$ cat src/rtl/pwm_sine_sequencer.sv
// PWM sine sequencer: owns the PWM period counter and active compare width,
// and fetches one double-buffered duty sample per period over a req/ack handshake.
module pwm_sine_sequencer #(
  parameter int unsigned PERIOD  = 1000,
  parameter int unsigned PHASE_W = 16,
  parameter int unsigned ADDR_W  = 8,
  parameter int unsigned WIDTH_W = 10
) (
  input  logic               clk,
  input  logic               rst,
  input  logic               enable,
  input  logic [PHASE_W-1:0] phase_step,
  output logic               rom_req,
  output logic [ADDR_W-1:0]  rom_addr,
  input  logic               rom_ack,
  input  logic [WIDTH_W-1:0] rom_data,
  output logic [WIDTH_W-1:0] width,
  output logic               tick,
  output logic               pwm,
  output logic               underrun
);

  localparam logic [WIDTH_W-1:0] PERIOD_V = WIDTH_W'(PERIOD);
  localparam logic [WIDTH_W-1:0] LAST_V   = WIDTH_W'(PERIOD - 1);

  typedef enum logic [2:0] {IDLE, PRIME, FETCH, HOLD, DRAIN} state_t;

  state_t              state, state_nxt;
  logic [WIDTH_W-1:0]  counter;
  logic [WIDTH_W-1:0]  shadow;
  logic [WIDTH_W-1:0]  sample;
  logic [PHASE_W-1:0]  phase;
  logic                running;
  logic                ack;

  always_comb begin
    running = (state == FETCH) || (state == HOLD);
    tick    = (counter == LAST_V);
    ack     = rom_ack && rom_req;
    sample  = (rom_data > PERIOD_V) ? PERIOD_V : rom_data;
  end

  always_ff @(posedge clk) begin
    if (rst) state <= IDLE;
    else     state <= state_nxt;
  end

  always_comb begin
    state_nxt = state;
    unique case (state)
      IDLE:  if (enable) state_nxt = PRIME;
      PRIME: if (ack) state_nxt = enable ? FETCH : IDLE;
      FETCH: begin
        // a disable at the boundary wins over a same-cycle ack or underrun
        if (tick && !enable) state_nxt = ack ? IDLE : DRAIN;
        else if (ack)        state_nxt = HOLD;
      end
      HOLD:  if (tick) state_nxt = enable ? FETCH : IDLE;
      DRAIN: if (ack) state_nxt = IDLE;
      default: state_nxt = IDLE;
    endcase
  end

  always_ff @(posedge clk) begin
    if (rst) begin
      counter  <= '0;
      phase    <= '0;
      width    <= '0;
      shadow   <= '0;
      underrun <= 1'b0;
    end else begin
      counter <= (running && !tick) ? counter + 1'b1 : '0;
      unique case (state)
        IDLE: if (enable) begin
          underrun <= 1'b0;
          phase    <= '0;
        end
        PRIME: if (ack && enable) begin
          width <= sample;
          phase <= phase + phase_step;
        end
        FETCH: begin
          if (ack) shadow <= sample;
          if (tick) begin
            if (enable) underrun <= 1'b1;
            else        width    <= '0;
          end
        end
        HOLD: if (tick) begin
          if (enable) begin
            width <= shadow;
            phase <= phase + phase_step;
          end else begin
            width <= '0;
          end
        end
        default: ;
      endcase
    end
  end

  always_comb begin
    rom_req  = (state == PRIME) || (state == FETCH) || (state == DRAIN);
    rom_addr = phase[PHASE_W-1 -: ADDR_W];
    pwm      = running && (counter < width);
  end

endmodule

$ cat config.mk
export PLATFORM = sky130hd
export DESIGN_NAME = pwm_sine_sequencer
export DESIGN_NICKNAME = d
export VERILOG_FILES = /design/src/rtl/pwm_sine_sequencer.sv
export SDC_FILE = /design/constraint.sdc
export NUM_CORES = 1
export LEC_CHECK = 0
export ABC_AREA = 1
export CAP_MARGIN = 30
export CORE_MARGIN = 5
export CORE_UTILIZATION = 57
export DETAILED_ROUTE_END_ITERATION = 6
export GPL_TIMING_DRIVEN = 0
export PLACE_DENSITY = 0.83
export RECOVER_POWER = 50
export SYNTH_ARGS = -nofsm -noshare
export SYNTH_HDL_FRONTEND = slang
export SYNTH_SLANG_ARGS = --single-unit
$ cat constraint.sdc
create_clock -name clk -period 3.1 [get_ports clk]
set_input_delay 0.31 -clock clk [delete_from_list [all_inputs] [get_ports clk]]
set_output_delay 0.31 -clock clk [all_outputs]
set_load 0.02 [all_outputs]
==> reports/results.txt, run 1 <==
Clock skew: 0.00830 ns
CTS clk-pin slew, worst paths: 0.11 ns
EDFF count, synth: 0
CP Class: flop to primary output
Antenna viol nets, final: 0
# rows: 28
CTS root buf: clkbuf_8
First-pass GRT wire length: 14300 um
Final HPWL DP: 6500 um
Warnings from Yosys: 0
Layout cells sized above 1: 8.14%
Commonest non-fill, non-tap cell in the layout: nand2_1
GRT met3 Usage: 3.63%
Utilization after layout: 70.3%
Crit path DAT: 2.20 ns
Worst path required time: 2.79 ns
Dominant cells by area after synthesis: dfxtp_1 (28%), nand2_1 (17%), ha_1 (8.9%), inv_1 (8.4%), nor2_1 (6.2%)
Outcome: finished, final reports clean
DRT Wirelength: 8210 um
GR Util met1: 30.1%
Met2 GRT Util: 38.4%
Tot GR Track Use: 22.6%
Placer's final routability congestion estimate: 0.866
Initial Util: 59.2%
Post-CTS sizing: 0
Yosys reg bits: 50
Max rail drop VDD: 0.375 mV
Final setup viols: 0
Post-CTS Setup Bufs: 0
H-Tree Depth: 2
F_max: 398 MHz
Worst hold-check path type: input pin to flop
Sum Neg Setup Slack: 0 ns
Worst-path maximum fanout: 2
RSZ-0062 raised after global routing: false
Die X: 88.7 um
Vias in the first global route: 3255
Slowest stage cell on the critical path: clkdlybuf4s50_1
Wirelength per Cell: 12.1 um
Initial antenna violation count: 0
Post-synth ARST share: 0%
Synth unique cells: 39
Final min period: 2.51 ns
Area Growth Syn to Fin: 18.7%
Max-slew violations: 0
CTS Buf Count: 5
Period utilization: 81.0%
Nets: 657
Power per Cell Area: 662 mW/mm2
Largest area contributor in the netlist: dfxtp_1
Clock sink count: 50
Syn Area/Cell: 6.48 um2
Slew @ Worst Pin: 0.714 ns
Commonest non-fill, non-tap cells in the layout: nand2_1 (158), inv_1 (80), nor2_1 (61)
Total grt overflow: 0
Area of the die: 0.00786 mm2
Die span in y: 88.7 um
DR DRC count: 0
Post-synthesis sequential area ratio: 28.4%
Pleak: 2.06 nW
Ant. Diodes: 0
Main synth FF type: dfxtp_1
Mapped Nets: 600
I/O Buffers: 50
Max Cap Viol: 0
Yosys top cell area share: 28.4%
Via Count: 3526
CTS tree: yes
Clock Latency Late Sink: 0.31 ns
CP bufs+invs: 2
Crit path max-delay family: buffers and inverters
Crit end category: primary output
Slew headroom: 52.4%
Worst setup SP type: flop
Crit path largest cell delay: 0.61 ns
I/O pin count: 52
Cts hold-fix bufs: 0
Number of vias per cell: 5.21
Core area: 0.00596 mm2
Iter 0 DRT Violations: 144
Cells after Synth: 544
Drt pass-1 iters: 5
Grt peak-use layer: met2
Synthesized cell area: 0.00353 mm2
Hold Fails Final Rpt: 0
Fill cell count: 543
CP cell instances: inv_1 > ha_1 > a21oi_1 > o21ai_0 > nand2_1 > o2111ai_1 > nor2_1 > clkdlybuf4s50_1
Clock buffer depth: 2
Largest net degree at the start of global routing: 19
metrics by stage:
step           power [mW]  hold slack, ns  cells  area (um2)  setup WS (ns)
2_1_floorplan        1.96           0.427    544        3530           1.34
3_3_place_gp         2.35           0.438    669        4120          0.824
3_5_place_dp         2.39           0.445    669        4120          0.779
4_1_cts              2.80           0.426    677        4220          0.565
5_1_grt              3.02           0.478    677        4190          0.436
6_report             2.77           0.432    677        4190          0.588
report_power, final:
part           total (mW)  switching (mW)  internal (mW)
sequential          0.853          0.0771          0.776
clock               0.418           0.250          0.168
combinational        1.50           0.926          0.575
synthesized netlist by cell type, types with 2 or more instances:
cell / instances
inv_2: 7
nand2_1: 157
xnor2_1: 3
nand2_2: 2
nor2_2: 3
buf_4: 9
dfxtp_1: 50
buf_2: 6
a21oi_2: 7
nand4_1: 6
clkbuf_1: 3
nor3b_1: 2
a21oi_1: 32
ha_1: 25
o21ai_1: 2
xor2_1: 5
inv_1: 79
a211oi_1: 2
nor2_1: 58
o21ai_0: 27
nor2_4: 3
nand3b_1: 5
nand3_1: 21
nand3_2: 7
nor3_1: 8
nand3_4: 2
cell families (layout without fill, tap and decap cells):
| group | after synthesis | in the layout | share of synthesized area (%) |
|---|---|---|---|
| AND/OR/NAND/NOR | 278 | 278 | 35.2 |
| buffers and inverters | 105 | 163 | 12.6 |
| AO/OA/AOI/OAI | 77 | 77 | 12.4 |
| flip-flops | 50 | 50 | 28.4 |
| adder cells (fa/ha/maj) | 26 | 26 | 9.44 |
| XOR/XNOR | 8 | 8 | 1.99 |
per-layer routing:
metal  vias to the layer above  part of all wire, %
met3                         8                  5.4
met4                         0                 0.86
met1                      1611                   45
li1                       1825                    -
met5                         -                    0
met2                        82                   48
flip-flops by register name (all words and copies together) (netlist names):
signal    count
phase        16
counter      10
shadow       10
width        10
state         3
underrun      1
final timing paths:
check | from | end | slack (ns) | depth (start not counted)
worst max-delay path | width[3] | pwm | 0.59 | 8
worst min-delay path | rst | state[2] | 0.43 | 2
worst max register to register | state[1] | shadow[9] | 0.97 | 9
worst min register to register | phase[3] | phase[3] | 0.46 | 2
area by class of cell:
class | count | area, um2 | area share [%]
inverter | 86 | 323 | 7.71
clock buffer | 5 | 68.8 | 1.64
clock inverter | 3 | 28.8 | 0.688
tap | 75 | 93.8 | 2.24
timing repair buffer | 50 | 500 | 12.0
sequential | 50 | 1000 | 23.9
buffer | 19 | 119 | 2.84
multi-input combinational | 389 | 2050 | 49.0
worst reg2reg max path, delay by kind of cell, from the launching register on:
kind	cells	cell delay, ns
and+or+nand+nor	3	0.76
DFF	1	0.34
buffers and inverters	4	0.72
AOI/OAI and AO/OA	2	0.26
(Power assumes the default switching activity.)
==> inputs of run 2 (changes only) <==
--- a/config.mk
+++ b/config.mk
@@ -8,10 +8,10 @@
 export ABC_AREA = 1
 export CAP_MARGIN = 30
 export CORE_MARGIN = 5
-export CORE_UTILIZATION = 57
+export CORE_UTILIZATION = 55
 export DETAILED_ROUTE_END_ITERATION = 6
 export GPL_TIMING_DRIVEN = 0
-export PLACE_DENSITY = 0.83
+export PLACE_DENSITY = 0.81
 export RECOVER_POWER = 50
 export SYNTH_ARGS = -nofsm -noshare
 export SYNTH_HDL_FRONTEND = slang
==> constraint.sdc (replaced) <==
create_clock -name clk -period 2.6 [get_ports clk]
set_input_delay 0.26 -clock clk [delete_from_list [all_inputs] [get_ports clk]]
set_output_delay 0.26 -clock clk [all_outputs]
set_load 0.02 [all_outputs]
==> run 2 against run 1 <==
Effect of this change: combinational power increased by 19%; first-iteration DRC count increased by 23%; global-route usage decreased by 2.0 points; critical path depth decreased by 1; clock-buffer cell count increased by 1; clock power increased by 45%; non-clock buffer count unchanged; via count decreased by 3.5%; final cell count increased by 0.30%; register-to-register slack got worse by 0.50 ns; die area increased by 3.2%; total power increased by 23%; highest routed layer unchanged.
==> reports/results.txt, run 2 (synthesized netlist as in run 1, its figures left out) <==
Met3 routed WL: 371 um (was 441 um)
# rows: 29 (was 28)
Nets: 657 (unchanged)
Total power: 3.42 mW (was 2.77 mW)
CP Class: flop to primary output (unchanged)
CTS Buf Count: 5 (unchanged)
Design Area, Final: 0.00423 mm2 (was 0.00419 mm2)
DR DRC count: 0 (unchanged)
Antenna viol nets, final: 0 (unchanged)
Comb pwr share: 52.4% (was 54.2%)
Max reg flops: 16 (unchanged)
Switching power share of the total: 43.7% (was 45.2%)
Reg2reg end: shadow[7] (was shadow[9])
CTS root buf: clkbuf_8 (unchanged)
Drt pass-1 iters: 4 (was 5)
I/O Buffers: 50 (unchanged)
Most frequent cell on the critical path: inv_1
Die X: 90.1 um (was 88.7 um)
Tot GR Track Use: 20.6% (was 22.6%)
Placed cells: 671 (was 669)
Multi-input gate area: 0.00207 mm2 (was 0.00205 mm2)
Met2 Wirelength: 3850 um (was 3960 um)
Final min period: 2.30 ns
Core area: 0.00628 mm2 (was 0.00596 mm2)
Total grt overflow: 0 (unchanged)
Worst Slack Setup Final: 0.299 ns (was 0.588 ns)
Top reg by flops: phase (unchanged)
CTS clk-pin slew, worst paths: 0.10 ns (was 0.11 ns)
Iter 0 DRT Violations: 177 (was 144)
Top sig layer: met4 (unchanged)
Placer's final routability congestion estimate: 0.860 (was 0.866)
Crit path DAT: 2.04 ns (was 2.20 ns)
Largest net degree at the start of global routing: 17 (was 19)
Wirelength per Cell: 12.2 um (was 12.1 um)
Hold Fails Final Rpt: 0 (unchanged)
DRT Wirelength: 8260 um (was 8210 um)
Critical Path End: rom_req (was pwm)
Final Non-Filler Cells: 679 (was 677)
Hold WS: 0.377 ns (was 0.432 ns)
Worst-path maximum fanout: 5 (was 2)
Worst reg2reg path depth: 9 (unchanged)
Slew @ Worst Pin: 0.723 ns (was 0.714 ns)
CTS tree: yes (unchanged)
F_max: 435 MHz
Commonest non-fill, non-tap cells in the layout: nand2_1 (157), inv_1 (81), nor2_1 (61) (was nand2_1 (158), inv_1 (80), nor2_1 (61))
Crit path max-delay family: buffers and inverters (unchanged)
Sequential share of power: 29.8% (was 30.8%)
Clock sink count: 50 (unchanged)
Power per Cell Area: 807 mW/mm2 (was 662 mW/mm2)
Worst hold-check path type: input pin to flop (unchanged)
Max rail drop VDD: 0.601 mV (was 0.375 mV)
Met1 wire length: 3960 um (was 3740 um)
Clock buffer depth: 2 (unchanged)
Cell internal pwr: 1.92 mW (was 1.52 mW)
Setup slack at placement: 0.355 ns (was 0.779 ns)
First-pass GRT wire length: 14400 um (was 14300 um)
I/O pin count: 52 (unchanged)
Initial antenna violation count: 0 (unchanged)
Sequential Area: 0.00100 mm2 (unchanged)
Final HPWL DP: 6400 um (was 6500 um)
Slew headroom: 51.8% (was 52.4%)
Sum Neg Setup Slack: 0 ns (unchanged)
Period utilization: 88.5%
Initial Util: 56.2% (was 59.2%)
Worst path required time: 2.34 ns (was 2.79 ns)
CP Depth: 7 (was 8)
Clock Latency Late Sink: 0.31 ns (about the same)
Final setup viols: 0 (unchanged)
Area Growth Syn to Fin: 20.0% (was 18.7%)
Max-slew violations: 0 (unchanged)
Clock skew: 0.00319 ns (was 0.00830 ns)
CP cell instances: inv_1 > nor2_1 > inv_1 > nor2_1 > inv_1 > nand3_1 > clkdlybuf4s50_1 (was inv_1 > ha_1 > a21oi_1 > o21ai_0 > nand2_1 > o2111ai_1 > nor2_1 > clkdlybuf4s50_1)
Via Count: 3403 (was 3526)
Layout cells sized above 1: 8.64% (was 8.14%)
Utilization after layout: 67.4% (was 70.3%)
H-Tree Depth: 2 (unchanged)
Vias in the first global route: 3204 (was 3255)
Die span in y: 90.1 um (was 88.7 um)
RSZ-0062 raised after global routing: false (unchanged)
Slowest stage cell on the critical path: clkdlybuf4s50_1 (unchanged)
Psw: 1.49 mW (was 1.25 mW)
Clk pwr share: 17.8% (was 15.1%)
Ant. Diodes: 0 (unchanged)
DP Area: 0.00412 mm2 (about the same)
Max Cap Viol: 0 (unchanged)
Outcome: finished, final reports clean (unchanged)
Commonest non-fill, non-tap cell in the layout: nand2_1 (unchanged)
Crit path from: state[1] (was width[3])
Worst setup SP type: flop (unchanged)
Area of the die: 0.00811 mm2 (was 0.00786 mm2)
Crit path largest cell delay: 0.61 ns (about the same)
CP bufs+invs: 4 (was 2)
Fill cell count: 566 (was 543)
R2r setup slk: 0.47 ns (was 0.97 ns)
Crit end category: primary output (unchanged)
RR Startpoint: state[1] (unchanged)
Number of vias per cell: 5.01 (was 5.21)
Pleak: 2.11 nW (was 2.06 nW)
run 2: cell types whose count changed in the layout (fill, tap and decap cells not counted), sizes merged:
| cell | change |
|---|---|
| dlymetal6s2s | +1 |
| inv | +1 |
| clkbuf | +1 |
| bufinv | +1 |
| dlygate4sd3 | +5 |
| clkdlybuf4s50 | -6 |
| clkinv | -3 |
run 2: worst min-delay path by stage:
stage / cells past startpoint / to / startpoint / slack [ns]
2_1_floorplan: 2 / shadow[7] / rom_data[7] / 0.39
3_3_place_gp: 2 / phase[2] / phase[2] / 0.44
3_5_place_dp: 2 / phase[3] / phase[3] / 0.44
4_1_cts: 2 / phase[5] / rst / 0.38
5_1_grt: 2 / phase[0] / rst / 0.41
6_report: 2 / phase[6] / rst / 0.38
run 2: layout make-up:
| type | instances | area share (%) |
|---|---|---|
| multi-input cells | 389 | 48.9 |
| well taps | 77 | 2.28 |
| inverters | 86 | 7.63 |
| clock buffers | 6 | 1.95 |
| clock inverters | 2 | 0.916 |
| repair buffers | 50 | 11.9 |
| plain buffers | 19 | 2.81 |
| flip-flops and latches | 50 | 23.6 |
run 2: what timing repair did:
| action | CTS | global route |
|---|---|---|
| buffers inserted | 0 | 0 |
| hold buffers | 0 | 0 |
| setup endpoints to repair | 0 | 1 |
| resized for setup | 0 | 1 |
run 2: per-layer routing:
layer	track usage, %	vias up
li1	-	1828
met1	27.2	1507
met2	34.7	59
met3	4.01	9
met4	4.96	0
met5	0	-
run 2: worst register-to-register path, stage by stage (launching register included):
cell and delay (ns):
dfxtp_1 0.34, inv_1 0.06, nor2_1 0.12, inv_1 0.13, nor2_1 0.23, inv_1 0.13, nor2_1 0.41, clkbuf_1 0.41
o21ai_0 0.14, nor2_1 0.11
run 2: power by group through the flow:
stage	clock [mW]	combinational, mW	sequential (mW)
3_5_place_dp	0	1.80	1.04
4_1_cts	0.613	1.83	1.02
3_3_place_gp	0	1.77	1.03
6_report	0.607	1.79	1.02
2_1_floorplan	0	1.27	1.07
5_1_grt	0.648	2.03	1.03
==> inputs of run 3 (changes only) <==
--- a/config.mk
+++ b/config.mk
@@ -13,6 +13,8 @@
 export GPL_TIMING_DRIVEN = 0
 export PLACE_DENSITY = 0.81
 export RECOVER_POWER = 50
+export REMOVE_ABC_BUFFERS = 1
+export SKIP_LAST_GASP = 1
 export SYNTH_ARGS = -nofsm -noshare
 export SYNTH_HDL_FRONTEND = slang
 export SYNTH_SLANG_ARGS = --single-unit
==> run 3 against run 2 <==
Effect of this change: worst hold slack gained 0.085 ns; clock skew rose by 0.013 ns; final cell count shrank 2.7%; critical path type unchanged; largest cell class unchanged.
==> reports/results.txt, run 3 (synthesized netlist as in run 1, its figures left out) <==
Worst reg2reg path depth: 8 (was 9)
DR DRC count: 0 (unchanged)
Sum Neg Setup Slack: 0 ns (unchanged)
CP cell instances: inv_1 > nor2_4 > inv_2 > nor2_2 > inv_1 > nand3_1 > clkdlybuf4s50_1 (was inv_1 > nor2_1 > inv_1 > nor2_1 > inv_1 > nand3_1 > clkdlybuf4s50_1)
Design Area, Final: 0.00411 mm2 (was 0.00423 mm2)
Total grt overflow: 0 (unchanged)
Drt pass-1 iters: 4 (unchanged)
CTS tree: yes (unchanged)
Commonest non-fill, non-tap cell in the layout: nand2_1 (unchanged)
Cts hold-fix bufs: 0 (unchanged)
Initial antenna violation count: 0 (unchanged)
Setup slack at placement: -0.206 ns (was 0.355 ns)
R2r setup slk: 0.36 ns (was 0.47 ns)
Multi-input gate area: 0.00208 mm2 (was 0.00207 mm2)
CTS root buf: clkbuf_8 (unchanged)
Worst Slack Setup Final: 0.196 ns (was 0.299 ns)
F_max: 416 MHz (was 435 MHz)
Max Cap Viol: 0 (unchanged)
# rows: 29 (unchanged)
Layout cells sized above 1: 7.19% (was 8.64%)
Slew headroom: 31.5% (was 51.8%)
Period utilization: 92.5% (was 88.5%)
Hold Fails Final Rpt: 0 (unchanged)
I/O pin count: 52 (unchanged)
Clock skew: 0.0163 ns (was 0.00319 ns)
Worst hold-check path type: flop to flop (was input pin to flop)
DRT Wirelength: 8000 um (was 8260 um)
Reg2reg end: width[3] (was shadow[7])
Hold endpoint: phase[3] (was phase[6])
Via Count: 3399 (was 3403)
CTS clk-pin slew, worst paths: 0.09 ns (was 0.10 ns)
Placer's final routability congestion estimate: 0.932 (was 0.860)
Area of the die: 0.00811 mm2 (unchanged)
DP Area: 0.00401 mm2 (was 0.00412 mm2)
Hold Crit Depth: 2 (unchanged)
Core area: 0.00628 mm2 (unchanged)
Slew @ Worst Pin: 1.03 ns (was 0.723 ns)
Total power: 3.20 mW (was 3.42 mW)
Ant. Diodes: 0 (unchanged)
Crit end category: primary output (unchanged)
Top reg by flops: phase (unchanged)
I/O Buffers: 51 (was 50)
RR Startpoint: counter[0] (was state[1])
Crit path largest cell delay: 0.62 ns (was 0.61 ns)
Clock buffer depth: 2 (unchanged)
Initial Util: 56.2% (unchanged)
Pleak: 2.02 nW (was 2.11 nW)
Worst-path maximum fanout: 11 (was 5)
Vias in the first global route: 3144 (was 3204)
Final HPWL DP: 6140 um (was 6400 um)
RSZ-0062 raised after global routing: false (unchanged)
Final setup viols: 0 (unchanged)
Die span in y: 90.1 um (unchanged)
Largest net degree at the start of global routing: 24 (was 17)
Slowest stage cell on the critical path: clkdlybuf4s50_1 (unchanged)
Nets: 639 (was 657)
Worst path required time: 2.34 ns (about the same)
Wirelength per Cell: 12.1 um (was 12.2 um)
Clock Latency Late Sink: 0.31 ns (about the same)
Final min period: 2.40 ns (was 2.30 ns)
Max rail drop VDD: 0.403 mV (was 0.601 mV)
Outcome: finished, final reports clean (unchanged)
Worst setup SP type: flop (unchanged)
Post-CTS Setup Bufs: 0 (unchanged)
Number of vias per cell: 5.14 (was 5.01)
Power per Cell Area: 779 mW/mm2 (was 807 mW/mm2)
Iter 0 DRT Violations: 153 (was 177)
Crit path DAT: 2.14 ns (was 2.04 ns)
CP Class: flop to primary output (unchanged)
Sequential Area: 0.00100 mm2 (unchanged)
Commonest non-fill, non-tap cells in the layout: nand2_1 (157), inv_1 (79), nor2_1 (58) (was nand2_1 (157), inv_1 (81), nor2_1 (61))
CTS Buf Count: 5 (unchanged)
Clock sink count: 50 (unchanged)
Max-slew violations: 0 (unchanged)
Post-CTS sizing: 0 (unchanged)
First-pass GRT wire length: 13700 um (was 14400 um)
Most frequent cell on the critical path: inv_1 (unchanged)
Antenna viol nets, final: 0 (unchanged)
Die X: 90.1 um (unchanged)
H-Tree Depth: 2 (unchanged)
Hold Startpoint: phase[3] (was rst)
Tot GR Track Use: 19.6% (was 20.6%)
Area Growth Syn to Fin: 16.7% (was 20.0%)
Max reg flops: 16 (unchanged)
Fill cell count: 574 (was 566)
run 3: metrics by stage:
step	std cells	hold WS, ns	utilization (%)
after floorplan	525	0.322	-
after global placement	653	0.437	63.9
after detailed placement	653	0.448	63.9
after CTS	661	0.463	65.4
after global routing	661	0.483	65.5
final	661	0.462	65.5
run 3: worst max-delay path, delay by kind of cell, from the launching register on:
kind / cells / cell delay (ns)
buffers and inverters: 4 / 0.95
and+or+nand+nor: 3 / 0.53
DFF: 1 / 0.36
run 3: power by group:
part           internal, mW  switching [mW]  leakage, nW
Combinational         0.617            1.08         1.57
Clock                 0.193           0.292       0.0408
Sequential            0.925          0.0957        0.407
run 3: layout make-up:
type / count / area share (%)
inverter: 86 / 7.94
tap: 77 / 2.34
clock buffer: 5 / 1.67
sequential: 50 / 24.3
clock inverter: 3 / 0.578
multi-input combinational: 389 / 50.6
timing repair buffer: 51 / 12.5
run 3: layer usage:
layer  vias up  GRT usage (%)  routed length, um
met5         -              0                  0
met3         7           3.42                383
met2        81           32.6               3590
li1       1784              -                  -
met1      1527           26.3               3960
met4         0           4.59                 72
run 3: how the worst max path moves through the flow:
stage / startpoint / end / slack (ns) / cells past startpoint
2_1_floorplan: counter[0] / width[0] / 0.81 / 8
3_3_place_gp: rst / counter[3] / -0.14 / 4
3_5_place_dp: rst / counter[8] / -0.21 / 4
4_1_cts: state[1] / rom_req / 0.08 / 7
5_1_grt: state[1] / rom_req / 0.08 / 7
6_report: state[1] / rom_req / 0.20 / 7
==> edit, RTL diff (config.mk and constraints of run 3) <==
The 5 states of `state_t` get a one-hot encoding in 5 bits.
--- a/src/rtl/pwm_sine_sequencer.sv
+++ b/src/rtl/pwm_sine_sequencer.sv
@@ -23,7 +23,7 @@
   localparam logic [WIDTH_W-1:0] PERIOD_V = WIDTH_W'(PERIOD);
   localparam logic [WIDTH_W-1:0] LAST_V   = WIDTH_W'(PERIOD - 1);
 
-  typedef enum logic [2:0] {IDLE, PRIME, FETCH, HOLD, DRAIN} state_t;
+  typedef enum logic [4:0] {IDLE = 5'b00001, PRIME = 5'b00010, FETCH = 5'b00100, HOLD = 5'b01000, DRAIN = 5'b10000} state_t;
 
   state_t              state, state_nxt;
   logic [WIDTH_W-1:0]  counter;
Formal check against the unedited RTL: no difference found for any inputs over 10 cycles, from zero or initial values and one cycle with rst high; not proved beyond that.
==> edit against run 3 <==
Design area increased by 5.9%. Area after synthesis increased by 7.0%. Synthesized cell count increased by 6.4%. Sequential share of layout area decreased by 0.43 points. Routed wire length increased by 8.0%. Core utilization decreased by 0.71 points. Setup slack improved by 79 ps. Sequential cell count increased by 2. Cell count increased by 6.4%.
Power is not compared: it rests on default switching activity, and its combinational part moved more than twofold at a synthesized area within 25%.
==> edit: results (changes against run 3) <==
status: finished clean
share of cells above drive strength 1: 6.421% (-0.77 points)
H-Tree Depth: 2 (unchanged)
clk_skew: 8.063 ps (-8.225 ps)
clock insertion delay at the later pin of the skew report: 320 ps
Leak Pwr: 2.103 nW
antenna violations before repair: 0 (unchanged)
global-route wire length before repair: 14.30 mm (+4.1%)
Synth warnings: 0 (unchanged)
number of global-route vias before repair: 3182 (+1.2%)
Area after DPL: 4288 µm² (+6.9%)
number of flops mapped to enable cells by yosys: 0 (unchanged)
clock slew at reported path FFs: 100 ps
GP Congestion: 0.8672 (-6.9%)
Hold WS: 457.6 ps (-4.549 ps)
Netlist cell types: 44 (+13%)
Psw: 0.6597 mW
ys async rst share: 0% (unchanged)
hpwl dp: 6.799 mm (+11%)
FF-to-FF End: phase[11]
drt first pass iters: 4 (unchanged)
number of diodes: 0 (unchanged)
Worst R2R Start: counter[0]
hold_sp: shadow[7]
via count: 3569 (+5.0%)
post-DR vias/cell: 5.077 (-1.3%)
clock root buffer: clkbuf_8
flop-to-flop setup slack: 310 ps (-50 ps)
worst min-delay path class: reg2reg
synthesized area per cell: 6.515 µm² (+0.52%)
max reg flops: 16 (unchanged)
Port Buf Inserts: 51 (unchanged)
Slew @ Worst Pin: 845.5 ps (-179.6 ps)
commonest cells in the netlist: 144 x nand2_1, 93 x nor2_1, 89 x inv_1, 52 x dfxtp_1, 31 x a21oi_1
DRT iter0 DRCs: 153 (unchanged)
worst path arrival time: 2060 ps (-80 ps)
r2r worst-path depth: 12 (+4)
worst hold path depth: 2 (unchanged)
crit-path max FO: 4 (-7)
register area: 1041 µm² (+4.0%)
largest reg by FF count: phase
Post CTS Setup Buffer Count: 0 (unchanged)
pre-CTS setup slack: 58.06 ps (+263.9 ps)
total gr overflow: 0 (unchanged)
nets: 678 (+6.1%)
sequential fraction of the synthesis area: 27.60% (-0.79 points)
Worst Hold Path EP: shadow[7]
ranking of synthesized cells by area: dfxtp_1 28%, nand2_1 14%, nor2_1 9.3%
GRT Overall Usage: 20.11% (+0.54 points)
drt total wl: 8.642 mm (+8.0%)
worst vdd ir: 246.9 µV
Clock Tree Buf Depth: 2 (unchanged)
DRC errors left: 0 (unchanged)
fill count: 620 (+8.0%)
CTS Buf Count: 5 (unchanged)
dpl cells: 695 (+6.4%)
largest net degree at the start of global routing: 25 (+4.2%)
==> edit: changes by cell type after synthesis, moves of 3 or more <==
cell / change
nor2_1: +35
nand2_1: -13
o21ai_0: -13
inv_1: +10
nand4_1: +8
o21ai_1: +8
nor3_1: -7
o22ai_1: +6
a21oi_2: -5
buf_2: -5
and2_1: +3
inv_2: -3
==> edit: final cells by class <==
type                            count  area share, %
Inverter                           95          8.417
Clock inverter                      2         0.3735
Timing Repair Buffer               51          11.78
Tap cell                           80          2.298
Clock buffer                        6          1.666
Multi-Input combinational cell    417          51.57
Sequential cell                    52          23.90
==> edit: logic make-up (layout without fill, tap and decap cells) <==
family,Yosys count,after routing,share of synthesized area (%)
flops,52,52,27.60
simple gates,310,310,38.37
fa+ha+maj,26,26,8.823
compound gates,71,71,10.65
xor+xnor,10,10,2.322
buf+inv,110,154,12.24
==> edit: how the worst max path moves through the flow <==
stage	from	end	slack (ps)
finish	counter[0]	tick	280
CTS	state[3]	pwm	50
floorplan	phase[0]	phase[8]	880
global placement	rst	counter[8]	100
detailed placement	rst	counter[8]	60
global route	counter[0]	phase[11]	110
==> edit: power by group through the flow <==
stage / Combinational [mW] / Clock (mW) / Sequential (mW)
after floorplan: 0.372 / 0 / 0.885
after global placement: 0.557 / 0 / 0.869
after detailed placement: 0.570 / 0 / 0.871
after CTS: 0.573 / 0.489 / 0.853
after global routing: 0.596 / 0.522 / 0.856
final: 0.538 / 0.484 / 0.852
==> edit: critical path: stages (launching register included) <==
cell	delay [ps]
dfxtp_1	390
ha_1	180
nand2_1	110
nor2_2	220
nand3_4	120
inv_1	110
clkdlybuf4s50_1	610
==> edit: per-layer routing <==
metal	up-vias	GRT usage [%]	wire, µm
li1	1905	-	-
met1	1601	27.97	4281
met4	0	5.128	99
met2	52	32.09	3986
met3	11	3.574	274
met5	-	0	0
==> edit: timing repair <==
action	in CTS	in global routing
setup endpoints to repair	0	1
gates resized for setup	0	2
hold buffers	0	0
